[config.mk]
export PLATFORM = sky130hd
export DESIGN_NAME = div32x32
export DESIGN_NICKNAME = d
export VERILOG_FILES = /design/src/rtl/div32x32.sv
export SDC_FILE = /design/constraint.sdc
export NUM_CORES = 1
export LEC_CHECK = 0
export CAP_MARGIN = 30
export CELL_PAD_IN_SITES_DETAIL_PLACEMENT = 1
export CELL_PAD_IN_SITES_GLOBAL_PLACEMENT = 1
export CORE_AREA = 5 5 176 178
export DETAILED_ROUTE_END_ITERATION = 8
export DIE_AREA = 0 0 181 183
export GPL_TIMING_DRIVEN = 0
export PLACE_DENSITY_LB_ADDON = 0.1
export SLEW_MARGIN = 5
export SYNTH_ARGS = -nofsm -noshare
export SYNTH_HDL_FRONTEND = slang
export SYNTH_SLANG_ARGS = --single-unit
[constraint.sdc]
create_clock -name i_clk -period 4.7 [get_ports i_clk]
set_clock_uncertainty 0.2 [all_clocks]
set_input_delay 1.175 -clock i_clk [delete_from_list [all_inputs] [get_ports i_clk]]
set_output_delay 1.175 -clock i_clk [all_outputs]
set_load 0.02 [all_outputs]
[src/rtl/div32x32.sv]
// div32x32 - sequential radix-2 restoring divider with valid/ready on both sides.
//
// One quotient bit is resolved per clock, so every division takes the same
// number of cycles regardless of operand values.
//   accept edge -> WIDTH CALC edges -> one FIX edge -> result held in DONE
//
// Ports:
//   i_clk, i_rstn         clock (rising edge), asynchronous active-low reset
//   i_valid / o_ready     request handshake; o_ready is high only while idle
//   i_div_ns              1 = operands are two's-complement signed, 0 = unsigned
//   i_dividend, i_divisor operands, sampled only on the accept edge
//   o_valid / i_ready     result handshake; results are held while i_ready is low
//   o_quot, o_rem         quotient / remainder (truncating, rem takes dividend sign)
//   o_div0                divisor was zero for the presented result
module div32x32 #(
    parameter int WIDTH = 32
) (
    input  logic             i_clk,
    input  logic             i_rstn,
    input  logic             i_valid,
    output logic             o_ready,
    input  logic             i_div_ns,
    input  logic [WIDTH-1:0] i_dividend,
    input  logic [WIDTH-1:0] i_divisor,
    output logic             o_valid,
    input  logic             i_ready,
    output logic [WIDTH-1:0] o_quot,
    output logic [WIDTH-1:0] o_rem,
    output logic             o_div0
);
    localparam int CW = $clog2(WIDTH);
    localparam logic [WIDTH-1:0] MIN_NEG = {1'b1, {(WIDTH-1){1'b0}}};
    localparam logic [WIDTH-1:0] ONE     = {{(WIDTH-1){1'b0}}, 1'b1};

    typedef enum logic [1:0] {S_IDLE, S_CALC, S_FIX, S_DONE} state_t;

    state_t           state, state_nxt;
    logic [CW-1:0]    cnt;
    logic             ns_q, qsgn_q, rsgn_q;
    logic [WIDTH-1:0] dvd_q;              // original dividend, needed for the div-by-zero result
    logic [WIDTH-1:0] dvs_q;              // divisor magnitude
    logic [WIDTH-1:0] quot_q, rem_q;      // shifting {rem,quot} pair

    logic             acc;
    logic             dvd_neg, dvs_neg;
    logic [WIDTH:0]   rem_sh, trial;
    logic [WIDTH-1:0] res_quot, res_rem;
    logic             res_div0, ovf;

    function automatic logic [WIDTH-1:0] neg(input logic [WIDTH-1:0] x);
        return ~x + ONE;
    endfunction

    assign acc     = i_valid & o_ready;
    assign dvd_neg = i_div_ns & i_dividend[WIDTH-1];
    assign dvs_neg = i_div_ns & i_divisor[WIDTH-1];

    // ---------------- state register ----------------
    always_ff @(posedge i_clk or negedge i_rstn) begin
        if (!i_rstn) begin
            state   <= S_IDLE;
            o_ready <= 1'b1;
        end else begin
            state   <= state_nxt;
            o_ready <= (state_nxt == S_IDLE);
        end
    end

    // ---------------- next-state logic ----------------
    always_comb begin
        state_nxt = state;
        case (state)
            S_IDLE: if (acc)          state_nxt = S_CALC;
            S_CALC: if (cnt == '0)    state_nxt = S_FIX;
            S_FIX:                    state_nxt = S_DONE;
            S_DONE: if (i_ready)      state_nxt = S_IDLE;
            default:                  state_nxt = S_IDLE;
        endcase
    end

    // ---------------- output / datapath combinational ----------------
    always_comb begin
        // Restoring step: partial remainder gets one extra bit so the trial
        // subtraction's borrow shows up as the MSB.
        rem_sh = {rem_q, quot_q[WIDTH-1]};
        trial  = rem_sh - {1'b0, dvs_q};

        // Most-negative / -1 is the only signed quotient that does not fit;
        // the divisor sign is recovered as qsgn ^ rsgn.
        ovf = ns_q && (dvd_q == MIN_NEG) && (dvs_q == ONE) && (qsgn_q != rsgn_q);

        res_div0 = 1'b0;
        res_quot = qsgn_q ? neg(quot_q) : quot_q;
        res_rem  = rsgn_q ? neg(rem_q)  : rem_q;
        if (dvs_q == '0) begin
            res_div0 = 1'b1;
            res_quot = '1;
            res_rem  = dvd_q;
        end else if (ovf) begin
            res_quot = MIN_NEG;
            res_rem  = '0;
        end
    end

    // ---------------- datapath / result registers ----------------
    always_ff @(posedge i_clk or negedge i_rstn) begin
        if (!i_rstn) begin
            cnt     <= '0;
            ns_q    <= 1'b0;
            qsgn_q  <= 1'b0;
            rsgn_q  <= 1'b0;
            dvd_q   <= '0;
            dvs_q   <= '0;
            quot_q  <= '0;
            rem_q   <= '0;
            o_valid <= 1'b0;
            o_quot  <= '0;
            o_rem   <= '0;
            o_div0  <= 1'b0;
        end else begin
            case (state)
                S_IDLE: if (acc) begin
                    ns_q   <= i_div_ns;
                    qsgn_q <= dvd_neg ^ dvs_neg;
                    rsgn_q <= dvd_neg;
                    dvd_q  <= i_dividend;
                    dvs_q  <= dvs_neg ? neg(i_divisor) : i_divisor;
                    quot_q <= dvd_neg ? neg(i_dividend) : i_dividend;
                    rem_q  <= '0;
                    cnt    <= CW'(WIDTH-1);
                end
                S_CALC: begin
                    if (!trial[WIDTH]) begin
                        rem_q  <= trial[WIDTH-1:0];
                        quot_q <= {quot_q[WIDTH-2:0], 1'b1};
                    end else begin
                        rem_q  <= rem_sh[WIDTH-1:0];
                        quot_q <= {quot_q[WIDTH-2:0], 1'b0};
                    end
                    cnt <= cnt - 1'b1;
                end
                S_FIX: begin
                    o_quot  <= res_quot;
                    o_rem   <= res_rem;
                    o_div0  <= res_div0;
                    o_valid <= 1'b1;
                end
                S_DONE: if (i_ready) o_valid <= 1'b0;
                default: ;
            endcase
        end
    end
endmodule

==> qor.yml <==
sta:
  rsz0062_at_grt: "no"
  slew_headroom_pct: 39.2
  fmax_mhz: 222
  fin_crit_sh_pct: 95.8
  setup_viol: 0
  maxSlewViolCount: 0
  worst_pin_slew_ps: 903
  fin_crit_ps: 4500
  finalHoldViolCount: 0
synthesis:
  ys_seq_elements: 205
  synth_common_cells: "204 x dfrtp_1, 195 x nand2_1, 125 x o21ai_0, 109 x nor2_1, 100 x nand3_1"
  netlist_top_cells_area: "dfrtp_1 40%, xnor2_1 6.1%, nand2_1 5.8%"
  yosysTopAreaCell: "dfrtp_1"
  synth_edf_count: 0
  seq_area_frac_synth_pct: 40.5
  synth_cells: 1463
  synth_ff_type: "dfrtp_1"
  synth_most_common_cell: "dfrtp_1"
  synth_nets: 1571
  synthArstFlopShare_pct: 100
  yosysWarnings: 0
  avgSynthCellArea_um2: 8.65
  synthesis.area_um2: 12700
  synth_cell_types: 70
  synth_top_area_share_pct: 40.3
cts:
  cts_buffers: 25
  clockBufferDepth: 3
  clk_pin_slew_ps: 60
  postCtsHoldBufs: 0
  clock_latency_ps: 530
  clock-root-buffer: "clkbuf_16"
  tritoncts: "built"
  htreeDepth: 1
  clock-sinks: 205
drt:
  drc: 0
  vias: 12100
  routedWlPerCell_um: 22.7
  drt_wl_total_mm: 46.1
  vias_per_cell: 5.96
  dr.pass1.iters: 5
  ant_nets: 0
  drtIter0Drc: 852
critical_path:
  end_kind: "flop"
  cp_slowest_stage_delay_ps: 490
  critical_path_class: "flop to flop"
  critPathTopFamily: "simple AND/OR/NAND/NOR gates"
  cpMaxStageDelayCell: "dfrtp_1"
  cp_max_fo: 10
  worstPathArrival_ps: 4750
  worst_path_most_repeated_cell: "nand3_1"
  cp_num_buf_inv: 3
  required_ps: 4950
  path_cells: "inv_1 -> ha_1 -> fa_1 -> nor2b_1 -> o31a_1 -> a41oi_1 -> nor4_1 -> nor3_2 -> o21ai_1 -> xor2_1 -> buf_2 -> clkbuf_2 -> nand3_1 -> nand3_1"
  worstSetupStartpointType: "flop"
cells_and_area:
  num_antenna_cells: 0
  fillers: 3464
  drive_above_1_share_pct: 4.45
  final_nets: 1735
  layout-area-overhead-vs-synth_pct: 21.8
  fin_util_pct: 52.7
pwr:
  total_power_mw: 12.9
  p_int_mw: 6.75
  comb_power_share_pct: 56.7
  p_clk_share_pct: 15.3
  seq_power_share_pct: 28.0
  pwr_density_cell_nw_per_um2: 839
  leakagePower_nw: 6.54
  swShare_pct: 47.8
  p_sw_mw: 6.19
  peakVddDrop_mv: 0.471
global_route:
  grt_max_degree: 78
  antenna_found_initial: 1
  overflow: 0
  grt_pass1_vias: 13000
  gr-usage-all-layers_pct: 27.3
  grt_pass1_wl_mm: 72.6
status:
  status: "complete, no violations"
hold_path:
  hold_path_class: "flop to flop"
place:
  hpwlAfterDp_mm: 35.8
  gp_congestion: 0.903
  portBuffers: 134
die:
  core_area_um2: 29200
  ioPinCount: 136
  die_h_um: 183
  rows: 63
  start_util_pct: 43.3
  die_w_um: 181
  die_area_um2: 33100
job:
  maxCapViolCount: 0
-- cell families (layout without fill, tap and decap cells) --
group                      count (synthesis)  in the layout  synth area share (%)
xor gates and xnor gates                 148            148                  10.2
buffers and inverters                    144            323                  4.64
DFF                                      205            205                  40.5
AOI/OAI and AO/OA                        389            389                  20.8
muxes                                      2              2                 0.158
and+or+nand+nor                          536            536                  19.7
adders and majority gates                 39             39                  3.91
-- stage by stage --
| stage | instances | hold WS [ps] | TNS (ps) | cell area, um^2 | setup slack [ps] |
|---|---|---|---|---|---|
| floorplan | 1463 | 246 | 0 | 12700 | 925 |
| global placement | 1987 | 265 | -1317890 | 14500 | -6460 |
| detailed placement | 1990 | 269 | -363 | 14600 | -221 |
| CTS | 2032 | 276 | 0 | 15400 | 173 |
| global route | 2032 | 305 | 0 | 15400 | 97.6 |
| finish | 2032 | 277 | 0 | 15400 | 199 |
-- metal layers --
layer | vias up | GRT usage [%] | wire length, um
met5 | - | 0 | 0
met4 | 0 | 11.9 | 2150
met3 | 101 | 3.75 | 2180
met2 | 347 | 48.3 | 22600
met1 | 6046 | 33.5 | 19200
li1 | 5609 | - | -
-- worst register-to-register path: cells and delay by family, from the launching register on --
kind                     cells  cell delay (ps)
flip-flops                   1              490
XOR/XNOR                     1              420
AO/OA/AOI/OAI                3              950
buffers and inverters        3              740
AND/OR/NAND/NOR              5              980
adder cells (fa/ha/maj)      2              630
-- flip-flops by register name, indices dropped and copies added (netlist names), 2 cells and up --
| signal | count |
|---|---|
| dvd_q | 32 |
| dvs_q | 32 |
| o_quot | 32 |
| o_rem | 32 |
| quot_q | 32 |
| rem_q | 32 |
| cnt | 5 |
| state | 2 |
-- timing repair --
item                                    4_1_cts  5_1_grt
setup buffers                                 0        0
endpoints found under the setup margin        0       18
gates resized for setup                       0        3
-- cell usage in the layout, fill, tap and decap left out, types with 27 or more instances in the layout --
master           instances
nor2_1                 109
a22oi_1                 33
xnor2_1                 87
a21oi_1                 63
nand2_1                195
xor2_1                  60
dfrtp_1                204
ha_1                    38
a221oi_1                27
a221o_1                 37
nand3_1                100
o21ai_0                125
clkbuf_1                75
inv_1                   52
clkdlybuf4s50_1        133
-- layout make-up --
cell class / instances / area, um^2 / area share (%)
Multi-Input combinational cell: 1114 / 6960 / 45.1
Sequential cell: 205 / 5130 / 33.3
Timing Repair Buffer: 137 / 1410 / 9.14
Clock buffer: 33 / 736 / 4.77
Tap cell: 390 / 488 / 3.16
Buffer: 92 / 393 / 2.55
Inverter: 52 / 195 / 1.27
Clock inverter: 9 / 108 / 0.698
-- final timing paths --
check / depth (start not counted) / startpoint / slack, ps / end
worst min register to register: 1 / cnt[4] / 280 / cnt[4]
worst max register to register: 14 / quot_q[31] / 200 / rem_q[17]
worst max-delay path: 14 / quot_q[31] / 200 / rem_q[17]
worst min-delay path: 1 / cnt[4] / 280 / cnt[4]
min in group asynchronous: 1 / i_rstn / 380 / o_quot[13]
max in group asynchronous: 2 / i_rstn / 3130 / rem_q[13]
-- power groups by stage --
stage	registers [mW]	clock network (mW)	logic [mW]
6_report	3.62	1.98	7.34
3_3_place_gp	3.58	0	7.02
2_1_floorplan	3.57	0	4.62
5_1_grt	3.71	2.07	8.04
3_5_place_dp	3.62	0	7.22
4_1_cts	3.59	1.99	7.29
(Power assumes the default switching activity.)
